===== src/rtl/vga_pkg.sv =====
// Shared types and default 640x480@60 timing for the VGA timing sequencer.
// Coordinates are COORD_W bits wide, so each axis total must fit in 1024.
package vga_pkg;

    localparam int COORD_W = 10;

    localparam int DEF_H_ACTIVE = 640;
    localparam int DEF_H_FP     = 16;
    localparam int DEF_H_SYNC   = 96;
    localparam int DEF_H_BP     = 48;
    localparam int DEF_V_ACTIVE = 480;
    localparam int DEF_V_FP     = 10;
    localparam int DEF_V_SYNC   = 2;
    localparam int DEF_V_BP     = 33;
    localparam int DEF_CLK_DIV  = 2;

    typedef enum logic [1:0] {
        PH_ACT,
        PH_FP,
        PH_SYNC,
        PH_BP
    } axis_phase_e;

endpackage


===== src/rtl/vga_axis_counter.sv =====
// One timing axis: wrapping position counter plus active/porch/sync phase FSM.
// Latency: count updates on the advance clk; phase_nxt_o/wrap_o are combinational look-aheads.
module vga_axis_counter
    import vga_pkg::*;
#(
    parameter int ACTIVE = DEF_H_ACTIVE,
    parameter int FP     = DEF_H_FP,
    parameter int SYNC   = DEF_H_SYNC,
    parameter int BP     = DEF_H_BP
) (
    input  logic               clk,
    input  logic               rst_n,
    input  logic               advance_i,
    output logic [COORD_W-1:0] count_o,
    output axis_phase_e        phase_nxt_o,
    output logic               wrap_o
);

    localparam int TOTAL = ACTIVE + FP + SYNC + BP;
    localparam logic [COORD_W-1:0] LAST    = COORD_W'(TOTAL - 1);
    localparam logic [COORD_W-1:0] B_FP    = COORD_W'(ACTIVE);
    localparam logic [COORD_W-1:0] B_SYNC  = COORD_W'(ACTIVE + FP);
    localparam logic [COORD_W-1:0] B_BP    = COORD_W'(ACTIVE + FP + SYNC);

    logic [COORD_W-1:0] count_q, count_d;
    axis_phase_e        phase_q, phase_d;

    always_ff @(posedge clk or negedge rst_n) begin
        if (!rst_n) begin
            count_q <= LAST;
            phase_q <= PH_BP;
        end else begin
            count_q <= count_d;
            phase_q <= phase_d;
        end
    end

    // Phase transitions are keyed on the value the counter is about to take.
    always_comb begin
        count_d = count_q;
        phase_d = phase_q;
        wrap_o  = advance_i && (count_q == LAST);
        if (advance_i) begin
            count_d = wrap_o ? '0 : count_q + 1'b1;
            case (phase_q)
                PH_ACT:  if (count_d == B_FP)   phase_d = PH_FP;
                PH_FP:   if (count_d == B_SYNC) phase_d = PH_SYNC;
                PH_SYNC: if (count_d == B_BP)   phase_d = PH_BP;
                default: if (count_d == '0)     phase_d = PH_ACT;
            endcase
        end
    end

    assign count_o     = count_q;
    assign phase_nxt_o = phase_d;

endmodule


===== src/rtl/vga_timing_ctrl.sv =====
// VGA timing sequencer: pixel divider, x/y counters, syncs, display enable and line/frame strobes.
// Zero latency between counters and decodes; enable_i=0 freezes everything and zeroes the strobes.
module vga_timing_ctrl
    import vga_pkg::*;
#(
    parameter int H_ACTIVE = DEF_H_ACTIVE,
    parameter int H_FP     = DEF_H_FP,
    parameter int H_SYNC   = DEF_H_SYNC,
    parameter int H_BP     = DEF_H_BP,
    parameter int V_ACTIVE = DEF_V_ACTIVE,
    parameter int V_FP     = DEF_V_FP,
    parameter int V_SYNC   = DEF_V_SYNC,
    parameter int V_BP     = DEF_V_BP,
    parameter int CLK_DIV  = DEF_CLK_DIV,
    parameter bit SYNC_POL = 1'b0
) (
    input  logic               clk,
    input  logic               rst_n,
    input  logic               enable_i,
    output logic               pix_tick_o,
    output logic [COORD_W-1:0] xcounter_o,
    output logic [COORD_W-1:0] ycounter_o,
    output logic [COORD_W-1:0] max_x_o,
    output logic [COORD_W-1:0] max_y_o,
    output logic               hsync_o,
    output logic               vsync_o,
    output logic               display_en_o,
    output logic               line_start_o,
    output logic               frame_start_o
);

    localparam int H_TOTAL = H_ACTIVE + H_FP + H_SYNC + H_BP;
    localparam int V_TOTAL = V_ACTIVE + V_FP + V_SYNC + V_BP;
    localparam int DIV_W   = (CLK_DIV > 1) ? $clog2(CLK_DIV) : 1;

    if (H_TOTAL > 1024 || V_TOTAL > 1024) begin : g_bad_total
        $error("vga_timing_ctrl: axis total exceeds 1024");
    end
    if (CLK_DIV < 1) begin : g_bad_div
        $error("vga_timing_ctrl: CLK_DIV must be >= 1");
    end

    logic [DIV_W-1:0] div_q, div_d;
    logic             tick;
    logic             h_wrap, v_wrap;
    axis_phase_e      h_phase_nxt, v_phase_nxt;
    logic             pix_tick_q, hsync_q, vsync_q, display_en_q;
    logic             line_start_q, frame_start_q;

    assign tick = enable_i && (div_q == DIV_W'(CLK_DIV - 1));

    always_comb begin
        div_d = div_q;
        if (enable_i) div_d = tick ? '0 : div_q + 1'b1;
    end

    vga_axis_counter #(
        .ACTIVE (H_ACTIVE), .FP (H_FP), .SYNC (H_SYNC), .BP (H_BP)
    ) u_h_axis (
        .clk         (clk),
        .rst_n       (rst_n),
        .advance_i   (tick),
        .count_o     (xcounter_o),
        .phase_nxt_o (h_phase_nxt),
        .wrap_o      (h_wrap)
    );

    vga_axis_counter #(
        .ACTIVE (V_ACTIVE), .FP (V_FP), .SYNC (V_SYNC), .BP (V_BP)
    ) u_v_axis (
        .clk         (clk),
        .rst_n       (rst_n),
        .advance_i   (tick && h_wrap),
        .count_o     (ycounter_o),
        .phase_nxt_o (v_phase_nxt),
        .wrap_o      (v_wrap)
    );

    // Decodes use the axes' next phase so they land in the same clk as the counters.
    always_ff @(posedge clk or negedge rst_n) begin
        if (!rst_n) begin
            div_q         <= '0;
            pix_tick_q    <= 1'b0;
            hsync_q       <= !SYNC_POL;
            vsync_q       <= !SYNC_POL;
            display_en_q  <= 1'b0;
            line_start_q  <= 1'b0;
            frame_start_q <= 1'b0;
        end else begin
            div_q         <= div_d;
            pix_tick_q    <= tick;
            hsync_q       <= (h_phase_nxt == PH_SYNC) ? SYNC_POL : !SYNC_POL;
            vsync_q       <= (v_phase_nxt == PH_SYNC) ? SYNC_POL : !SYNC_POL;
            display_en_q  <= (h_phase_nxt == PH_ACT) && (v_phase_nxt == PH_ACT);
            line_start_q  <= tick && h_wrap;
            frame_start_q <= tick && h_wrap && v_wrap;
        end
    end

    assign pix_tick_o    = pix_tick_q;
    assign hsync_o       = hsync_q;
    assign vsync_o       = vsync_q;
    assign display_en_o  = display_en_q;
    assign line_start_o  = line_start_q;
    assign frame_start_o = frame_start_q;
    assign max_x_o       = COORD_W'(H_ACTIVE);
    assign max_y_o       = COORD_W'(V_ACTIVE);

endmodule


===== config.mk =====
export PLATFORM = sky130hd
export DESIGN_NAME = vga_timing_ctrl
export DESIGN_NICKNAME = d
export VERILOG_FILES = /design/src/rtl/vga_pkg.sv /design/src/rtl/vga_axis_counter.sv /design/src/rtl/vga_timing_ctrl.sv
export SDC_FILE = /design/constraint.sdc
export NUM_CORES = 1
export LEC_CHECK = 0
export CORE_ASPECT_RATIO = 1.1
export CORE_MARGIN = 3
export CORE_UTILIZATION = 45
export CTS_BUF_LIST = sky130_fd_sc_hd__clkbuf_2
export DETAILED_ROUTE_END_ITERATION = 8
export PLACE_DENSITY = 0.74
export SLEW_MARGIN = 5
export SYNTH_ARGS = -nofsm -noshare
export SYNTH_HDL_FRONTEND = slang
export SYNTH_HIERARCHICAL = 1
export SYNTH_SLANG_ARGS = --single-unit

===== constraint.sdc =====
create_clock -name clk -period 3.1 [get_ports clk]
set_input_delay 0.62 -clock clk [delete_from_list [all_inputs] [get_ports clk]]
set_output_delay 0.62 -clock clk [all_outputs]
set_load 0.005 [all_outputs]

==> impl_metrics.toml, run 1 <==
[worst_setup_path]
critPathSlowestCell = "dfstp_2"
worstPathArrival_ps = 3280
cp_max_fo = 7
cp_cell_sequence = "ha_4 > and4_4 > and4_2 > and3_1 > nand4_1 > nor4_4 > buf_4 > a22o_4 > o2111ai_1 > a221oi_2 > nand2b_1"
start_kind = "register"
cpPeakStageDelay_ps = 640
critical_path_required_ps = 3420
path_class = "reg2reg"
end_kind = "register"

[pwr]
combPwrFrac_pct = 32.2
seqPwrFrac_pct = 50.0
vdd_ir_drop_max_mv = 0.380
swShare_pct = 33.9
switching_power_mw = 0.374
intPower_mw = 0.730
power_per_cell_area_mw_per_mm2 = 426
power.share.clock_pct = 17.8
p_leak_nw = 1.02

[floorplanning]
ios = 49
core_area_mm2 = 0.00475
die_y_um = 80.5
rows = 26
start_util_pct = 47.8
design.die.area_mm2 = 0.00593
die_w_um = 73.7

[yosys]
ys_types = 61
ys_seq_area_share_pct = 35.1
yosysTopAreaCell = "dfstp_2"
synth_area_leaders = "dfstp_2 (19%), dfrtp_1 (17%), buf_4 (6.6%), xnor2_1 (5.0%), nand3_1 (3.5%)"
synth_fa_ha_area_share_pct = 1.65
synth-seq-cells = 31
synth_xor_area_share_pct = 6.17
synth_top_family_by_area = "simple AND/OR/NAND/NOR gates"
yosys-mux-area-fraction_pct = 2.81
synth_cells = 247
synthSimpleGateAreaFrac_pct = 25.3
yosysTopAreaCellShare_pct = 18.5
synth-edff-count = 0
yosys_most_used_dff = "dfstp_2"
synth_compound_area_share_pct = 14.7
synthesis.area_mm2 = 0.00227
yosysWarnings = 6
avgSynthCellArea_um2 = 9.19
synth-async-reset-ratio_pct = 100

[final_layout]
drive_above_1_share_pct = 21.2
area_growth_pct = 14.3
diodes = 0
layout.nets = 283

[sta]
period_share_pct = 95.5
final_max_slew_viol_count = 0
rsz0062_at_grt = "false"
fin_crit_ps = 2960
fin_skew_ps = 6.72
fmax_mhz = 338
finalHoldViolCount = 0
setup-violations-final = 0
setup_ws_ps = 140
setup_tns_ps = 0

[clock_network]
insertion_delay_ps = 360
postCtsHoldBufs = 0
cts_tree = "yes"
htreeDepth = 2
clk_pin_slew_worst_paths_ps = 150
root_buffer = "clkbuf_2"
tritoncts.num_buffers = 5
cts_sinks = 31
cts_buffer_depth = 2

[placed_design]
dp_hpwl_um = 3380
place_ws_ps = -9.19
gp_congestion = 0.888
io_buffers = 28

[drt]
wl_met1_um = 2070
wl_met3_um = 173
drt-initial-drc-count = 147
met2_length_um = 2470
drc = 0
ant_nets = 0
wirelength_um = 4780
top_layer = "met4"
wl_per_cell_um = 14.3
drtPass1Iterations = 4
via_per_inst = 5.65
vias = 1886

[grt]
grt_start_max_net_pins = 32
grt_overflow = 0
antenna_found_initial = 0
grt_pass1_wl_um = 7880
grt_pass1_vias = 1694
track_usage_pct = 16.9

[status]
status = "finished clean"

[min_path]
hp-class = "reg2reg"

[job]
drv_cap = 0
==> cells in the mapped netlist, drive strengths merged, types with 2 or more instances <==
cell type,instances
a22o,2
nor4,5
a32o,3
a21oi,8
mux2i,3
nand2b,4
or3,3
conb,2
a31oi,4
mux2,3
o21ai,12
nor2b,4
inv,9
and4,8
o31ai,2
buf,29
nand2,18
clkbuf,10
dfrtp,15
o22ai,3
nand4,9
nor2,8
ha,3
o2111ai,2
and3,6
nand3,16
xnor2,13
nor3,6
dfstp,16
xor2,3
==> power by group through the flow <==
stage	registers (mW)	logic [mW]	clock network, mW
after floorplan	0.530	0.244	0
after global placement	0.564	0.304	0
after detailed placement	0.566	0.309	0
after CTS	0.560	0.310	0.213
after global routing	0.566	0.391	0.230
final	0.553	0.356	0.196
==> timing repair <==
action	in CTS	in global routing
endpoints found under the hold margin	0	0
buffers inserted	0	6
resized for setup	0	1
endpoints found under the setup margin	0	1
==> cell usage in the layout (no fill, tap or decap), types with 4 or more instances in the layout <==
master,count
nand2_1,18
a21oi_1,7
nand3_1,16
and4_1,6
a31oi_1,4
dfrtp_1,15
buf_4,16
nand2b_1,4
xnor2_1,13
nor3_1,6
conb_1,20
dfstp_2,16
nand4_1,9
clkdlybuf4s50_1,28
clkbuf_2,7
nor2b_1,4
nor2_1,8
inv_1,8
and3_1,5
o21ai_0,11
==> cell type report <==
| class | count | area, um^2 |
|---|---|---|
| well taps | 56 | 70.1 |
| repair buffers | 44 | 400 |
| flip-flops and latches | 31 | 796 |
| clock inverters | 1 | 5.00 |
| inverters | 9 | 33.8 |
| fillers | 434 | 2150 |
| clock buffers | 7 | 35.0 |
| multi-input cells | 186 | 1250 |
==> through the flow <==
step	power (mW)	instance area (um^2)	std cells	hold slack (ps)	utilization, %
2_1_floorplan	0.773	2360	265	324	-
3_3_place_gp	0.867	2500	320	496	52.6
3_5_place_dp	0.875	2500	320	486	52.6
4_1_cts	1.08	2540	328	511	53.4
5_1_grt	1.19	2590	334	537	54.6
6_report	1.10	2590	334	510	54.6
==> metal layers <==
layer	vias to the layer above	global-route usage [%]
li1	914	-
met1	926	20.7
met2	40	27.9
met3	6	4.26
met4	0	6.70
met5	-	0
==> registers in the layout, summed over array words and instances, names as in the netlist <==
register,flops
line_start_o,1
u_v_axis/phase_q,2
frame_start_o,1
u_h_axis/phase_q,2
u_v_axis/count_o,10
display_en_o,1
vsync_o,1
div_q,1
u_h_axis/count_o,10
hsync_o,1
pix_tick_o,1
==> worst max-delay path: cells and delay by family (launching register included) <==
family / cells / cell delay [ps]
buffers and inverters: 1 / 180
AND/OR/NAND/NOR: 6 / 1320
AO/OA/AOI/OAI: 3 / 620
adder cells (fa/ha/maj): 1 / 170
flip-flops: 1 / 640
==> final timing paths <==
path / depth (start not counted) / slack, ps / to / from
max: 11 / 140 / vsync_o / u_h_axis/count_o[1]
min: 1 / 510 / div_q / div_q
max reg2reg: 11 / 140 / vsync_o / u_h_axis/count_o[1]
min reg2reg: 1 / 510 / div_q / div_q
max in group asynchronous: 2 / 2140 / u_h_axis/count_o[9] / rst_n
min in group asynchronous: 2 / 640 / u_v_axis/count_o[0] / rst_n
==> logic make-up after synthesis <==
kind of cell / Yosys count
AND/OR/NAND/NOR: 95
multiplexers: 6
AO/OA/AOI/OAI: 46
adder cells (fa/ha/maj): 3
flip-flops: 31
XOR/XNOR: 16
other: 2
buffers and inverters: 48
Note: power is estimated with default switching activity, not from simulation.
==> run 2, diff against run 1 <==
--- a/config.mk
+++ b/config.mk
@@ -10,6 +10,7 @@
 export CORE_UTILIZATION = 45
 export CTS_BUF_LIST = sky130_fd_sc_hd__clkbuf_2
 export DETAILED_ROUTE_END_ITERATION = 8
+export MAX_ROUTING_LAYER = met4
 export PLACE_DENSITY = 0.74
 export SLEW_MARGIN = 5
 export SYNTH_ARGS = -nofsm -noshare
==> run 2 against run 1 <==
  * Critical path depth did not move
  * Final cell count did not move
  * Design area did not move
  * Clock power barely moved
  * Combinational power barely moved
  * Power barely moved
  * Setup slack got worse by 11 ps
  * Wire length barely moved
  * Clock skew barely moved
  * Via count rose by 0.42%
  * Critical endpoint unchanged
==> impl_metrics.toml, run 2 (synthesized netlist as in run 1, its figures left out) <==
[grt]
grt_start_max_net_pins = 32
grt_overflow = 0
antenna_found_initial = 0
track_usage_pct = 17.3
grt_pass1_vias = 1694
grt_pass1_wl_um = 7880

[drt]
via_per_inst = 5.67
vias = 1894
wl_per_cell_um = 14.3
drc = 0
drtPass1Iterations = 4
drt-initial-drc-count = 129
ant_nets = 0
wirelength_um = 4780

[min_path]
hp-class = "reg2reg"
hold_depth = 1

[final_layout]
finish.instance_area_mm2 = 0.00259
area_growth_pct = 14.3
mostFrequentLayoutCells = "clkdlybuf4s50_1 (28), conb_1 (20), nand2_1 (18)"
final_common_cell = "clkdlybuf4s50_1"
fin_cells = 334
drive_above_1_share_pct = 21.2
nFillCells = 434
layout.nets = 283
diodes = 0

[floorplanning]
rows = 26
start_util_pct = 47.8
die_y_um = 80.5
die_w_um = 73.7
ios = 49
design.die.area_mm2 = 0.00593
core_area_mm2 = 0.00475

[sta]
fin_skew_ps = 6.93
period_share_pct = 95.8
whs_ps = 510
finalHoldViolCount = 0
setup-violations-final = 0
rsz0062_at_grt = "false"
setup_tns_ps = 0
fmax_mhz = 337
fin_crit_ps = 2970
final_max_slew_viol_count = 0

[worst_setup_path]
crit_start = "u_h_axis/count_o[1]"
end_kind = "register"
cp_cell_sequence = "ha_4 > and4_4 > and4_2 > and3_1 > nand4_1 > nor4_4 > buf_4 > a22o_4 > o2111ai_1 > a221oi_2 > nand2b_1"
cpPeakStageDelay_ps = 640
critical_path_required_ps = 3420
reg2reg_to = "vsync_o"
path_class = "reg2reg"
worstPathArrival_ps = 3290
cp-endpoint = "vsync_o"
r2r_cells = 11
crit_family = "simple AND/OR/NAND/NOR gates"
critPathSlowestCell = "dfstp_2"
start_kind = "register"
cp_max_fo = 7
rr_startpoint = "u_h_axis/count_o[1]"
crit_buf_inv = 1
path_depth = 11
r2r_slack_ps = 130

[clock_network]
tritoncts.num_buffers = 5
cts_tree = "yes"
htreeDepth = 2
cts_sinks = 31
root_buffer = "clkbuf_2"
insertion_delay_ps = 360
clk_pin_slew_worst_paths_ps = 150
cts_buffer_depth = 2

[placed_design]
dp_cells = 320
placed_cell_area_mm2 = 0.00250
gp_congestion = 0.903
io_buffers = 28
dp_hpwl_um = 3380

[job]
drv_cap = 0

[pwr]
power_per_cell_area_mw_per_mm2 = 426
vdd_ir_drop_max_mv = 0.381
p_leak_nw = 1.02

[status]
status = "finished clean"
run 2: what timing repair did:
action / 4_1_cts / 5_1_grt
hold buffers: 0 / 0
gates resized for setup: 0 / 1
setup endpoints to repair: 0 / 1
buffers inserted: 0 / 6
endpoints found under the hold margin: 0 / 0
run 2: how the worst min path moves through the flow:
stage,start,endpoint
after global placement,div_q,div_q
final,div_q,div_q
after floorplan,rst_n,display_en_o
after CTS,div_q,div_q
after global routing,div_q,div_q
after detailed placement,div_q,div_q
run 2: layout make-up:
cell class | instances | area, um^2 | share of cell area [%]
Multi-Input combinational cell | 186 | 1250 | 48.4
Sequential cell | 31 | 796 | 30.7
Timing Repair Buffer | 44 | 400 | 15.4
Tap cell | 56 | 70.1 | 2.70
Clock buffer | 7 | 35.0 | 1.35
Inverter | 9 | 33.8 | 1.30
Clock inverter | 1 | 5.00 | 0.193
run 2: per-layer routing:
metal	global-route usage (%)	part of all wire [%]
met3	4.26	3.7
met4	6.70	1.4
met5	-	0
met2	27.9	52
met1	20.7	43
run 2: stage by stage:
step / util, % / power (mW) / setup slack, ps
global placement: 52.6 / 0.867 / 57.8
finish: 54.6 / 1.10 / 130
CTS: 53.4 / 1.08 / 158
global route: 54.6 / 1.19 / 3.46
floorplan: - / 0.773 / 26.3
detailed placement: 52.6 / 0.875 / -9.19
run 2: power by group:
part	internal [mW]	switching (mW)
clock network	0.0616	0.134
registers	0.472	0.0809
logic	0.197	0.160
==> run 3, diff against run 2 <==
--- a/config.mk
+++ b/config.mk
@@ -12,6 +12,7 @@
 export DETAILED_ROUTE_END_ITERATION = 8
 export MAX_ROUTING_LAYER = met4
 export PLACE_DENSITY = 0.74
+export RECOVER_POWER = 50
 export SLEW_MARGIN = 5
 export SYNTH_ARGS = -nofsm -noshare
 export SYNTH_HDL_FRONTEND = slang
==> run 3 against run 2 <==
  * The flow now finishes with violations (max-capacitance violations, max-slew violations)
  * Worst hold slack improved by 1.3 ps
  * Wire length fell by 0.42%
  * First-iteration DRC count did not move
  * Design area fell by 0.43%
  * Power fell by 0.52%
  * Final cell count did not move
  * Die area did not move
  * Setup slack improved by 6.0 ps
  * Critical path type unchanged
  * Largest cell class unchanged
==> impl_metrics.toml, run 3 (synthesized netlist as in run 1, its figures left out) <==
[status]
status = "complete, but fails checks"
violations = "max-capacitance violations, max-slew violations"

[pwr]
finalPower_mw = 1.10
p_leak_nw = 1.01
power_per_cell_area_mw_per_mm2 = 425
vdd_ir_drop_max_mv = 0.380

[drt]
drc = 0
vias = 1897
ant_nets = 0
drt-initial-drc-count = 129
drtPass1Iterations = 4
via_per_inst = 5.68
wirelength_um = 4760
wl_per_cell_um = 14.2

[sta]
setup_tns_ps = 0
fmax_mhz = 337
maxSlewHeadroom_pct = -9.58
setup-violations-final = 0
fin_skew_ps = 6.66
tightest_slew_ps = 1640
finalHoldViolCount = 0
whs_ps = 511
fin_crit_ps = 2960
rsz0062_at_grt = "false"
period_share_pct = 95.6
final_max_slew_viol_count = 32

[grt]
antenna_found_initial = 0
grt_overflow = 0
grt_pass1_wl_um = 7880
grt_pass1_vias = 1694
grt_start_max_net_pins = 32
track_usage_pct = 17.3

[floorplanning]
ios = 49
die_w_um = 73.7
start_util_pct = 47.8
rows = 26
core_area_mm2 = 0.00475
die_y_um = 80.5
design.die.area_mm2 = 0.00593

[clock_network]
insertion_delay_ps = 360
clk_pin_slew_worst_paths_ps = 150
cts_sinks = 31
postCtsHoldBufs = 0
tritoncts.num_buffers = 5
root_buffer = "clkbuf_2"
cts_buffer_depth = 2
cts_tree = "yes"
htreeDepth = 2

[worst_setup_path]
start_kind = "register"
path_class = "reg2reg"
cp_max_fo = 7
cpPeakStageDelay_ps = 640
end_kind = "register"
critical_path_required_ps = 3420
worstPathArrival_ps = 3280
cp_cell_sequence = "ha_4 > and4_4 > and4_2 > and3_1 > nand4_1 > nor4_4 > buf_4 > a22o_4 > o2111ai_1 > a221oi_2 > nand2b_1"
critPathSlowestCell = "dfstp_2"

[final_layout]
drive_above_1_share_pct = 20.1
finish.instance_area_mm2 = 0.00258
area_growth_pct = 13.8
mostFrequentLayoutCells = "clkdlybuf4s50_1 (26), conb_1 (20), nand2_1 (18), dfstp_2 (16), nand3_1 (16)"
diodes = 0
fin_cells = 334
final_common_cell = "clkdlybuf4s50_1"
layout.nets = 283

[placed_design]
dp_hpwl_um = 3380
gp_congestion = 0.903
io_buffers = 28
placed_cell_area_mm2 = 0.00250
dp_cells = 320

[job]
drv_cap = 1

[min_path]
hp-class = "reg2reg"
run 3: layout make-up:
type	instances	area, um^2
Clock buffer	7	35.0
Clock inverter	1	5.00
Fill cell	438	2170
Inverter	9	33.8
Multi-Input combinational cell	186	1250
Sequential cell	31	796
Tap cell	56	70.1
Timing Repair Buffer	44	389
run 3: per-stage QoR:
step                      worst slack (ps)  utilization (%)
after floorplan                       26.3                -
after global placement                57.8             52.6
after detailed placement             -9.19             52.6
after CTS                              158             53.4
after global routing                  3.38             54.4
final                                  136             54.4
run 3: worst paths after layout:
check                                     from  depth (start not counted)                  end  slack [ps]
hold / removal                           div_q                          1                div_q         510
setup reg to reg           u_h_axis/count_o[1]                         11              vsync_o         140
setup / recovery           u_h_axis/count_o[1]                         11              vsync_o         140
min in group asynchronous                rst_n                          2  u_v_axis/count_o[0]        1200
max in group asynchronous                rst_n                          2  u_h_axis/count_o[7]         960
hold reg to reg                          div_q                          1                div_q         510
run 3: critical path, delay by kind of cell, from the launching register on:
kind | cells | cell delay, ps
AOI/OAI and AO/OA | 3 | 620
adders and majority gates | 1 | 170
buffers and inverters | 1 | 180
DFF | 1 | 640
and+or+nand+nor | 6 | 1320
run 3: what timing repair did:
item                                    4_1_cts  5_1_grt
endpoints found under the setup margin        0        1
setup buffers                                 0        6
resized for setup                             0        1
run 3: where the power goes:
part | leakage, nW | internal, mW | switching, mW
registers | 0.362 | 0.472 | 0.0809
clock network | 0.0330 | 0.0616 | 0.134
logic | 0.614 | 0.192 | 0.159
total | 1.01 | 0.725 | 0.374
run 3: layer usage:
| metal | GRT usage [%] | up-vias | share of wire [%] |
|---|---|---|---|
| met5 | - | - | 0 |
| met1 | 20.7 | 923 | 43 |
| li1 | - | 918 | - |
| met2 | 27.9 | 49 | 52 |
| met3 | 4.26 | 7 | 3.8 |
| met4 | 6.70 | 0 | 1.3 |
